## config.mk

```make
export PLATFORM = sky130hd
export DESIGN_NAME = usb3_hp_rx_check
export DESIGN_NICKNAME = d
export VERILOG_FILES = /design/src/rtl/usb3_hp_rx_check.sv
export SDC_FILE = /design/constraint.sdc
export NUM_CORES = 1
export LEC_CHECK = 0
export BUFFER_PORTS_ARGS = -buffer_cell sky130_fd_sc_hd__buf_2
export CORE_MARGIN = 3
export CORE_UTILIZATION = 50
export DETAILED_ROUTE_END_ITERATION = 10
export HOLD_SLACK_MARGIN = 0.08
export PLACE_DENSITY_LB_ADDON = 0.15
export SYNTH_ARGS = -nofsm -noshare
export SYNTH_HDL_FRONTEND = slang
export SYNTH_SLANG_ARGS = --single-unit
```

## constraint.sdc

```tcl
create_clock -name clk -period 9.1 [get_ports clk]
set_input_delay 1.365 -clock clk [delete_from_list [all_inputs] [get_ports clk]]
set_output_delay 1.365 -clock clk [all_outputs]
set_load 0.005 [all_outputs]
```

## src/rtl/usb3_hp_rx_check.sv

```systemverilog
// USB 3.0 header-packet RX checker: gathers 3 header DWORDs + CRC/LCW word, verifies CRC-16 and CRC-5.
// Latency: results register on the edge accepting word 3; no backpressure, in_valid may gap up to MAX_GAP-1 cycles.
// Optional saturating CRC error counter enabled by USB3_HP_RX_ERR_CNT_EN.
module usb3_hp_rx_check #(
  parameter int unsigned MAX_GAP = 15
) (
  input  logic        clk,
  input  logic        rst,
  input  logic        hp_start,
  input  logic        in_valid,
  input  logic [31:0] in_data,
  output logic [95:0] hdr_out,
  output logic [10:0] lcw_out,
  output logic [2:0]  hdr_seq,
  output logic        out_valid,
  output logic        crc16_ok,
  output logic        crc5_ok,
  output logic        abort,
  output logic [7:0]  err_cnt
);

  typedef enum logic [2:0] {S_IDLE, S_W0, S_W1, S_W2, S_W3} state_t;

  localparam logic [3:0] GAP_LIM = 4'(MAX_GAP - 1);

  state_t      r_state;
  logic [15:0] r_lfsr;
  logic [3:0]  r_gap;
  logic [31:0] r_w0, r_w1, r_w2;
  logic [95:0] r_hdr_out;
  logic [10:0] r_lcw_out;
  logic        r_out_valid, r_crc16_ok, r_crc5_ok, r_abort;

  logic [15:0] w_crc16_exp;
  logic [4:0]  w_crc5_exp;
  logic        w_crc16_ok, w_crc5_ok, w_w3_accept;

  // Galois LFSR, data bit 0 shifted in first
  function automatic logic [15:0] f_crc16_word(input logic [15:0] c, input logic [31:0] d);
    logic [15:0] r;
    logic        fb;
    r = c;
    for (int i = 0; i < 32; i++) begin
      fb = r[15] ^ d[i];
      r  = {r[14:0], 1'b0} ^ (fb ? 16'h100B : 16'h0000);
    end
    return r;
  endfunction

  function automatic logic [4:0] f_crc5(input logic [10:0] d);
    logic [4:0] r;
    logic       fb;
    r = 5'h1F;
    for (int i = 0; i < 11; i++) begin
      fb = r[4] ^ d[i];
      r  = {r[3:0], 1'b0} ^ (fb ? 5'h05 : 5'h00);
    end
    return r;
  endfunction

  function automatic logic [15:0] f_rev16(input logic [15:0] v);
    logic [15:0] r;
    for (int i = 0; i < 16; i++) r[i] = v[15-i];
    return r;
  endfunction

  assign w_crc16_exp = ~f_rev16(r_lfsr);
  assign w_crc5_exp  = ~f_crc5(in_data[26:16]);
  assign w_crc16_ok  = (w_crc16_exp == in_data[15:0]);
  assign w_crc5_ok   = (w_crc5_exp == in_data[31:27]);
  assign w_w3_accept = (r_state == S_W3) && in_valid && !hp_start;

  always_ff @(posedge clk or posedge rst) begin
    if (rst) begin
      r_state     <= S_IDLE;
      r_lfsr      <= 16'hFFFF;
      r_gap       <= 4'd0;
      r_w0        <= 32'd0;
      r_w1        <= 32'd0;
      r_w2        <= 32'd0;
      r_hdr_out   <= 96'd0;
      r_lcw_out   <= 11'd0;
      r_out_valid <= 1'b0;
      r_crc16_ok  <= 1'b0;
      r_crc5_ok   <= 1'b0;
      r_abort     <= 1'b0;
    end else begin
      r_out_valid <= 1'b0;
      r_abort     <= 1'b0;
      // The start strobe owns its cycle; any same-cycle word is dropped
      if (hp_start) begin
        r_abort <= (r_state != S_IDLE);
        r_state <= S_W0;
        r_lfsr  <= 16'hFFFF;
        r_gap   <= 4'd0;
      end else if (r_state != S_IDLE) begin
        if (in_valid) begin
          r_gap <= 4'd0;
          case (r_state)
            S_W0: begin r_w0 <= in_data; r_lfsr <= f_crc16_word(r_lfsr, in_data); r_state <= S_W1; end
            S_W1: begin r_w1 <= in_data; r_lfsr <= f_crc16_word(r_lfsr, in_data); r_state <= S_W2; end
            S_W2: begin r_w2 <= in_data; r_lfsr <= f_crc16_word(r_lfsr, in_data); r_state <= S_W3; end
            S_W3: begin
              r_hdr_out   <= {r_w2, r_w1, r_w0};
              r_lcw_out   <= in_data[26:16];
              r_crc16_ok  <= w_crc16_ok;
              r_crc5_ok   <= w_crc5_ok;
              r_out_valid <= 1'b1;
              r_state     <= S_IDLE;
            end
            default: r_state <= S_IDLE;
          endcase
        end else if (r_gap == GAP_LIM) begin
          r_abort <= 1'b1;
          r_gap   <= 4'd0;
          r_state <= S_IDLE;
        end else begin
          r_gap <= r_gap + 4'd1;
        end
      end
    end
  end

`ifdef USB3_HP_RX_ERR_CNT_EN
  logic [7:0] r_err_cnt;

  always_ff @(posedge clk or posedge rst) begin
    if (rst) begin
      r_err_cnt <= 8'h00;
    end else if (w_w3_accept && !(w_crc16_ok && w_crc5_ok) && (r_err_cnt != 8'hFF)) begin
      r_err_cnt <= r_err_cnt + 8'h01;
    end
  end

  assign err_cnt = r_err_cnt;
`else
  logic w_unused;
  assign w_unused = w_w3_accept;
  assign err_cnt  = 8'h00;
`endif

  assign hdr_out   = r_hdr_out;
  assign lcw_out   = r_lcw_out;
  assign hdr_seq   = r_lcw_out[2:0];
  assign out_valid = r_out_valid;
  assign crc16_ok  = r_crc16_ok;
  assign crc5_ok   = r_crc5_ok;
  assign abort     = r_abort;

endmodule

```

==> results of run 1 <==
==> logic make-up after synthesis <==
family / Yosys count / synth area share
muxes: 95 / 0.101
AOI/OAI and AO/OA: 36 / 0.0222
buffers and inverters: 65 / 0.0270
DFF: 230 / 0.548
and+or+nand+nor: 380 / 0.142
adders and majority gates: 3 / 0.00356
other: 1 / 0.000355
xor gates and xnor gates: 132 / 0.156
==> cell type report <==
type                            instances  area share
Sequential cell                       230       0.470
Multi-Input combinational cell        654       0.369
Timing Repair Buffer                  154      0.0637
Clock buffer                           35      0.0588
Tap cell                              270      0.0275
Clock inverter                          9     0.00835
Inverter                                8     0.00315
==> registers in the layout, summed over array words and instances (netlist names), 3 cells and up <==
register	count
r_w1	32
r_lfsr	16
r_gap	4
lcw_out	11
hdr_out	96
r_state	3
r_w2	32
r_w0	32
==> synthesized netlist by cell type, drive strengths merged, types with 2 or more instances <==
cell | number | share of area
ha | 3 | 0.0036
inv | 8 | 0.0028
xnor3 | 26 | 0.056
nor3 | 4 | 0.0019
nor3b | 2 | 0.0014
nand2 | 345 | 0.12
o21ai | 11 | 0.0052
mux2 | 94 | 0.10
xor3 | 2 | 0.0045
nor4 | 3 | 0.0018
a21oi | 7 | 0.0033
o211ai | 8 | 0.0057
xor2 | 23 | 0.022
nor2 | 8 | 0.0028
clkbuf | 45 | 0.016
buf | 12 | 0.0082
nor2b | 2 | 0.0012
a221oi | 2 | 0.0017
o311ai | 2 | 0.0017
nand3 | 5 | 0.0024
dfrtp | 214 | 0.51
and2 | 3 | 0.0018
xnor2 | 81 | 0.073
dfstp | 16 | 0.040
==> stage by stage <==
step / setup slack (ns) / area, µm² / instances
floorplan: 1.46 / 10600 / 949
global placement: 4.67 / 11500 / 1316
detailed placement: 4.57 / 11500 / 1316
CTS: 5.11 / 12300 / 1360
global route: 4.91 / 12300 / 1360
finish: 5.10 / 12300 / 1360
==> metal layers <==
| metal | track usage | vias to the layer above |
|---|---|---|
| li1 | - | 3296 |
| met1 | 0.329 | 3371 |
| met2 | 0.335 | 139 |
| met3 | 0.0242 | 37 |
| met4 | 0.0558 | 0 |
| met5 | 0 | - |
==> path summary, 6_finish.rpt <==
| path | start | to | slack (ns) | cells after the start |
|---|---|---|---|---|
| setup / recovery | in_data[2] | r_lfsr[6] | 5.10 | 12 |
| hold / removal | r_w1[16] | hdr_out[48] | 0.45 | 2 |
| setup reg to reg | r_lfsr[15] | r_lfsr[6] | 5.64 | 8 |
| hold reg to reg | r_w1[16] | hdr_out[48] | 0.45 | 2 |
| max in group asynchronous | rst | r_w2[17] | 6.73 | 3 |
| min in group asynchronous | rst | out_valid | 0.96 | 2 |
==> critical path: stages <==
cell and delay (ns):
buf_2 0.14, xnor2_1 0.42, inv_1 0.09, ha_1 0.30
xnor2_1 0.17, xnor3_1 0.28, xnor3_1 0.51, xnor2_4 0.29
xor2_4 0.30, xnor2_1 0.14, and2_1 0.18, o311ai_1 0.24
==> impl_metrics.env, run 1 <==
export IMPL_die_h_um=151
export IMPL_clockBufferDepth=3
export IMPL_hold_buffers=0
export IMPL_vias_per_cell=5.03
export IMPL_relSlewSlack=0.349
export IMPL_grt_max_degree=98
export IMPL_worstHoldPathType="register to register"
export IMPL_setup_violations=0
export IMPL_met2_length_um=11000
export IMPL_cts_made_buffers=25
export IMPL_multiInputGateArea_um2=4530
export IMPL_seq_area_frac_synth=0.548
export IMPL_hold_viol_final=0
export IMPL_clk_latency_ns=0.52
export IMPL_coreArea_um2=20500
export IMPL_grt_overflow_total=0
export IMPL_worstPathArrival_ns=4.42
export IMPL_dr_pass1_iters=4
export IMPL_insertedDiodeCount=0
export IMPL_dr_wl_met3_um=1030
export IMPL_cp_data_required_time_ns=9.52
export IMPL_die_area_um2=22900
export IMPL_synth_edff_count=0
export IMPL_fin_crit_sh=0.440
export IMPL_fin_util=0.600
export IMPL_cts_clk_slew_worst_paths_ns=0.06
export IMPL_place_hpwl_um=16400
export IMPL_max_freq_mhz=250
export IMPL_crit_fanout=5
export IMPL_wirelength_um=24200
export IMPL_num_vias=6843
export IMPL_cts_resized=0
export IMPL_end_kind="register"
export IMPL_placementRows=52
export IMPL_timing_max_cap_violations=0
export IMPL_grt_usage=0.217
export IMPL_register_area_um2=5780
export IMPL_nets=1112
export IMPL_grt_first_pass_wirelength_um=38500
export IMPL_syn_avg_cell_area_um2=11.2
export IMPL_grt_antenna_before_repair=0
export IMPL_routed_top_layer="met4"
export IMPL_mostFrequentLayoutCells="nand2_1 (345), dfrtp_1 (214), buf_2 (149)"
export IMPL_drc=0
export IMPL_ys_ff_latch=230
export IMPL_io_buffers=149
export IMPL_ant_nets=0
export IMPL_wl_met1_um=11700
export IMPL_synthesis_area_um2=10500
export IMPL_postCtsSetupRepairBufs=0
export IMPL_wl_per_cell_um=17.8
export IMPL_synthCells=942
export IMPL_synthFlopType="dfrtp_1"
export IMPL_fin_skew_ns=0.0172
export IMPL_num_io_pins=158
export IMPL_area_growth_pct=16.5
export IMPL_start_util=0.515
export IMPL_grt_pass1_vias=6876
export IMPL_synth_warnings=0
export IMPL_crit_type="primary input to register"
export IMPL_drive_above_1_share=0.299
export IMPL_synth_cell_type_count=48
export IMPL_tightest_slew_ns=0.976
export IMPL_cts_tree="yes"
export IMPL_synth_async_reset_ratio=1.00
export IMPL_slew_viol_final=0
export IMPL_clock_sinks=230
export IMPL_drt_initial_drc_count=474
export IMPL_chipWidth_um=151
export IMPL_period_needed_ns=4.00
export IMPL_routabilityCongestion=0.905
export IMPL_layout_commonest_cell="nand2_1"
export IMPL_fin_tns_setup_ns=0
export IMPL_status="complete, no violations"
export IMPL_critPathLaunchType="primary input"
export IMPL_rsz0062_at_grt="false"
export IMPL_fill_cells=1738
export IMPL_holdWs_ns=0.453
export IMPL_htreeDepth=1
export IMPL_root_buffer="clkbuf_16"
Power of run 1 is not shown: default switching activity piles up to over one toggle a cycle in this logic, so the estimate is an artifact.
==> inputs of run 2 (changes only) <==
==> constraint.sdc (replaced) <==
create_clock -name clk -period 3.44 [get_ports clk]
set_input_delay 0.516 -clock clk [delete_from_list [all_inputs] [get_ports clk]]
set_output_delay 0.516 -clock clk [all_outputs]
set_load 0.005 [all_outputs]
==> run 2 against run 1 <==
Setup slack worse by 4.9 ns. Non-clock buffer count is 27 higher. Routed wire length is 4.4% higher. Critical path depth is 1 lower. Hold slack worse by 0.33 ns. Sequential cell count stayed put. Cell count is 2.1% higher. Via count is 3.7% higher. Core utilization is 1.4 points higher. Die area stayed put. Sequential share of layout area is 1.1 points lower. Register-to-register slack worse by 5.4 ns. Largest cell class unchanged. Highest routed layer unchanged.
==> impl_metrics.env, run 2 (synthesis results as in run 1) <==
export IMPL_clockBufferDepth=3
export IMPL_status="complete, no violations"
export IMPL_relSlewSlack=0.434
export IMPL_cp_data_required_time_ns=3.86
export IMPL_rsz0062_at_grt="false"
export IMPL_fin_util=0.614
export IMPL_ant_nets=0
export IMPL_area_growth_pct=19.3
export IMPL_crit_type="register to register"
export IMPL_dr_pass1_iters=5
export IMPL_chipWidth_um=151
export IMPL_mostFrequentLayoutCells="nand2_1 (345), dfrtp_1 (214), buf_2 (149)"
export IMPL_die_h_um=151
export IMPL_routabilityCongestion=0.873
export IMPL_max_freq_mhz=313
export IMPL_grt_pass1_vias=7016
export IMPL_timing_max_cap_violations=0
export IMPL_wirelength_um=25300
export IMPL_cts_made_buffers=25
export IMPL_fin_crit_sh=0.929
export IMPL_placementRows=52
export IMPL_io_buffers=149
export IMPL_instances_no_fill=1389
export IMPL_fill_cells=1698
export IMPL_grt_first_pass_wirelength_um=39900
export IMPL_hold_viol_final=0
export IMPL_htreeDepth=1
export IMPL_layout_commonest_cell="nand2_1"
export IMPL_period_needed_ns=3.20
export IMPL_start_util=0.515
export IMPL_dpl_cell_count=1343
export IMPL_coreArea_um2=20500
export IMPL_postCtsSetupRepairBufs=0
export IMPL_critPathLaunchType="register"
export IMPL_cts_clk_slew_worst_paths_ns=0.06
export IMPL_multiInputGateArea_um2=4530
export IMPL_drc=0
export IMPL_nets=1139
export IMPL_tightest_slew_ns=0.841
export IMPL_fin_skew_ns=0.0149
export IMPL_num_io_pins=158
export IMPL_num_vias=7097
export IMPL_clk_latency_ns=0.52
export IMPL_drt_initial_drc_count=365
export IMPL_grt_overflow_total=0
export IMPL_end_kind="register"
export IMPL_place_hpwl_um=17500
export IMPL_crit_fanout=5
export IMPL_wl_per_cell_um=18.2
export IMPL_clock_sinks=230
export IMPL_worstPathArrival_ns=3.62
export IMPL_grt_usage=0.223
export IMPL_root_buffer="clkbuf_16"
export IMPL_vias_per_cell=5.11
export IMPL_grt_max_degree=69
export IMPL_cts_tree="yes"
export IMPL_worstHoldPathType="primary input to asynchronous set/reset pin"
export IMPL_grt_antenna_before_repair=0
export IMPL_hold_buffers=0
export IMPL_cts_resized=0
export IMPL_drive_above_1_share=0.318
export IMPL_largest_reg_flops=96
export IMPL_rr_worst_depth=11
export IMPL_insertedDiodeCount=0
export IMPL_register_area_um2=5780
export IMPL_die_area_um2=22900
export IMPL_slew_viol_final=0
export IMPL_setup_violations=0
[run 2: cell count changes in the layout (fill, tap and decap cells not counted), sizes merged]
| cell | delta |
|---|---|
| clkinvlp | +3 |
| buf | +27 |
| inv | -2 |
| clkinv | +1 |
[run 2: area by class of cell]
cell class	count	share of cell area
Clock buffer	35	0.0583
Clock inverter	11	0.00935
Inverter	8	0.00278
Multi-Input combinational cell	654	0.360
Sequential cell	230	0.459
Tap cell	270	0.0269
Timing Repair Buffer	181	0.0833
[run 2: layer usage]
layer  wire, µm  up-vias  track usage  part of all wire
met3       1240       30       0.0284             0.049
met4        323        0       0.0422             0.013
met5          0        -            0                 0
li1           -     3342            -                 -
met1      12100     3548        0.345              0.48
met2      11700      177        0.341              0.46
[run 2: worst paths after layout]
kind | start | end | slack (ns)
max in group asynchronous | rst | r_w2[29] | 2.58
worst max register to register | r_lfsr[13] | r_lfsr[6] | 0.24
worst max-delay path | r_lfsr[13] | r_lfsr[6] | 0.24
min in group clk | in_data[20] | lcw_out[4] | 0.31
worst min-delay path | rst | hdr_out[5] | 0.13
worst min register to register | r_w0[27] | hdr_out[27] | 0.46
[run 2: metrics by stage]
stage	hold WS (ns)	worst slack (ns)	cell area, µm²	TNS [ns]
global placement	0.443	0.156	11700	0
CTS	0.126	0.241	12600	0
finish	0.126	0.243	12600	0
detailed placement	0.445	0.101	11700	0
floorplan	0.433	-0.0709	10600	-15.17
global route	0.145	0.0223	12600	0
[run 2: critical path, cell delays in order (launching register included)]
cell and delay (ns):
dfstp_2 0.57, xnor2_1 0.15, inv_1 0.07, ha_1 0.29, xnor2_1 0.18, xnor3_1 0.28
xnor3_1 0.48, xnor2_4 0.28, xor2_4 0.27, xnor2_1 0.13, and2_1 0.19, o311ai_1 0.22
Power of run 2 is left out for the same reason.
==> inputs of run 3 (changes only) <==
--- a/config.mk
+++ b/config.mk
@@ -10,7 +10,7 @@
 export CORE_UTILIZATION = 50
 export DETAILED_ROUTE_END_ITERATION = 10
 export HOLD_SLACK_MARGIN = 0.08
-export PLACE_DENSITY_LB_ADDON = 0.15
+export PLACE_DENSITY = 0.71
 export SYNTH_ARGS = -nofsm -noshare
 export SYNTH_HDL_FRONTEND = slang
 export SYNTH_SLANG_ARGS = --single-unit
==> run 3 against run 2 <==
Hold slack lost 0.017 ns. Register-to-register slack hardly changed. Cell count shrank 0.43%. Clock skew down 0.00076 ns. Global-route usage decreased by 0.73 points. Critical path depth unchanged. Via count shrank 0.93%. Sequential share of layout area grew 0.52 points. Fmax is 0.30% higher. Routed wire length decreased by 3.5%. Die area did not move. Critical path type unchanged.
==> impl_metrics.env, run 3 (synthesis results as in run 1) <==
export IMPL_status="complete, no violations"
export IMPL_dpl_cell_area_um2=11700
export IMPL_timing_max_cap_violations=0
export IMPL_drt_initial_drc_count=461
export IMPL_dr_pass1_iters=5
export IMPL_critPathMaxStageDelay_ns=0.55
export IMPL_nets=1134
export IMPL_final_area_um2=12400
export IMPL_critical_path_top_delay_family="XOR/XNOR gates"
export IMPL_grt_pass1_vias=6958
export IMPL_die_h_um=151
export IMPL_cts_made_buffers=24
export IMPL_wl_per_cell_um=17.7
export IMPL_fin_crit_sh=0.927
export IMPL_end_kind="register"
export IMPL_chipWidth_um=151
export IMPL_mostFrequentLayoutCells="nand2_1 (345), dfrtp_1 (214), buf_2 (149)"
export IMPL_area_growth_pct=17.9
export IMPL_coreArea_um2=20500
export IMPL_path_buf_inv=1
export IMPL_slew_viol_final=0
export IMPL_cts_tree="yes"
export IMPL_cpMaxStageDelayCell="dfstp_2"
export IMPL_largest_reg_flops=96
export IMPL_hold_viol_final=0
export IMPL_relSlewSlack=0.406
export IMPL_postCtsSetupRepairBufs=0
export IMPL_num_vias=7031
export IMPL_crit_fanout=5
export IMPL_io_buffers=149
export IMPL_wirelength_um=24400
export IMPL_holdWs_ns=0.109
export IMPL_place_hpwl_um=17000
export IMPL_die_area_um2=22900
export IMPL_clockBufferDepth=3
export IMPL_root_buffer="clkbuf_16"
export IMPL_ant_nets=0
export IMPL_setup_violations=0
export IMPL_drc=0
export IMPL_htreeDepth=1
export IMPL_cp_data_required_time_ns=3.85
export IMPL_rr_worst_depth=11
export IMPL_crit_type="register to register"
export IMPL_max_freq_mhz=314
export IMPL_layout_commonest_cell="nand2_1"
export IMPL_reg2reg_to="r_lfsr[6]"
export IMPL_worstHoldPathType="primary input to asynchronous set/reset pin"
export IMPL_grt_first_pass_wirelength_um=38600
export IMPL_placementRows=52
export IMPL_timing_rr_start="r_lfsr[12]"
export IMPL_grt_antenna_before_repair=0
export IMPL_crit_chain="xnor2_2 > inv_2 > ha_1 > xnor2_1 > xnor3_1 > xnor3_1 > xnor2_4 > xor2_4 > xnor2_1 > and2_1 > o311ai_1"
export IMPL_tightest_slew_ns=0.883
export IMPL_clock_sinks=230
export IMPL_routabilityCongestion=0.887
export IMPL_insertedDiodeCount=0
export IMPL_worstPathArrival_ns=3.60
export IMPL_critPathLaunchType="register"
export IMPL_grt_overflow_total=0
export IMPL_period_needed_ns=3.19
export IMPL_cts_clk_slew_worst_paths_ns=0.06
export IMPL_rsz0062_at_grt="false"
export IMPL_grt_usage=0.216
export IMPL_clk_latency_ns=0.51
export IMPL_vias_per_cell=5.08
export IMPL_fin_skew_ns=0.0141
export IMPL_start_util=0.515
export IMPL_drive_above_1_share=0.312
export IMPL_grt_max_degree=76
export IMPL_num_io_pins=158
export IMPL_reg2reg_setup_slack_ns=0.25
==> run 3: changes by cell type in the layout (fill, tap and decap cells not counted), sizes merged <==
cell	before	now
buf	181	177
bufinv	2	0
clkbuf	35	37
clkinv	7	8
clkinvlp	3	1
inv	7	6
==> run 3: worst reg2reg max path, stage by stage (launching register included) <==
cell and delay [ns]:
dfstp_2 0.55, xnor2_2 0.15, inv_2 0.07, ha_1 0.30
xnor2_1 0.17, xnor3_1 0.26, xnor3_1 0.51, xnor2_4 0.29
xor2_4 0.28, xnor2_1 0.13, and2_1 0.18, o311ai_1 0.23
==> run 3: per-stage QoR <==
stage	cells	utilization	setup WS [ns]	TNS [ns]
global route	1383	0.607	0.00683	0
global placement	1339	0.569	0.120	0
finish	1383	0.607	0.253	0
detailed placement	1339	0.569	0.0583	0
floorplan	949	-	-0.0709	-15.17
CTS	1383	0.607	0.225	0
==> run 3: worst max-delay path by stage <==
| stage | to | slack (ns) | from | depth (start not counted) |
|---|---|---|---|---|
| 2_1_floorplan | abort | -0.07 | rst | 1 |
| 3_3_place_gp | r_lfsr[6] | 0.12 | in_data[3] | 12 |
| 3_5_place_dp | r_lfsr[6] | 0.06 | in_data[3] | 12 |
| 4_1_cts | r_lfsr[6] | 0.22 | r_lfsr[12] | 11 |
| 5_1_grt | r_lfsr[6] | 0.007 | r_lfsr[12] | 11 |
| 6_report | r_lfsr[6] | 0.25 | r_lfsr[12] | 11 |
==> run 3: area by class of cell <==
class | count | area [µm²]
fillers | 1685 | 8050
flip-flops and latches | 230 | 5780
multi-input cells | 654 | 4530
repair buffers | 177 | 981
clock buffers | 37 | 741
well taps | 270 | 338
clock inverters | 7 | 38.8
inverters | 8 | 35.0
==> run 3: repair_timing <==
item                                    in CTS  in global routing
hold buffers                                 0                  0
resized for setup                            0                  0
endpoints found under the setup margin       0                  1
==> run 3: per-layer routing <==
| layer | share of wire | global-route usage | vias up |
|---|---|---|---|
| li1 | - | - | 3332 |
| met1 | 0.46 | 0.323 | 3485 |
| met2 | 0.48 | 0.341 | 176 |
| met3 | 0.051 | 0.0245 | 38 |
| met4 | 0.017 | 0.0490 | 0 |
| met5 | 0 | 0 | - |
Power of run 3 is left out for the same reason.
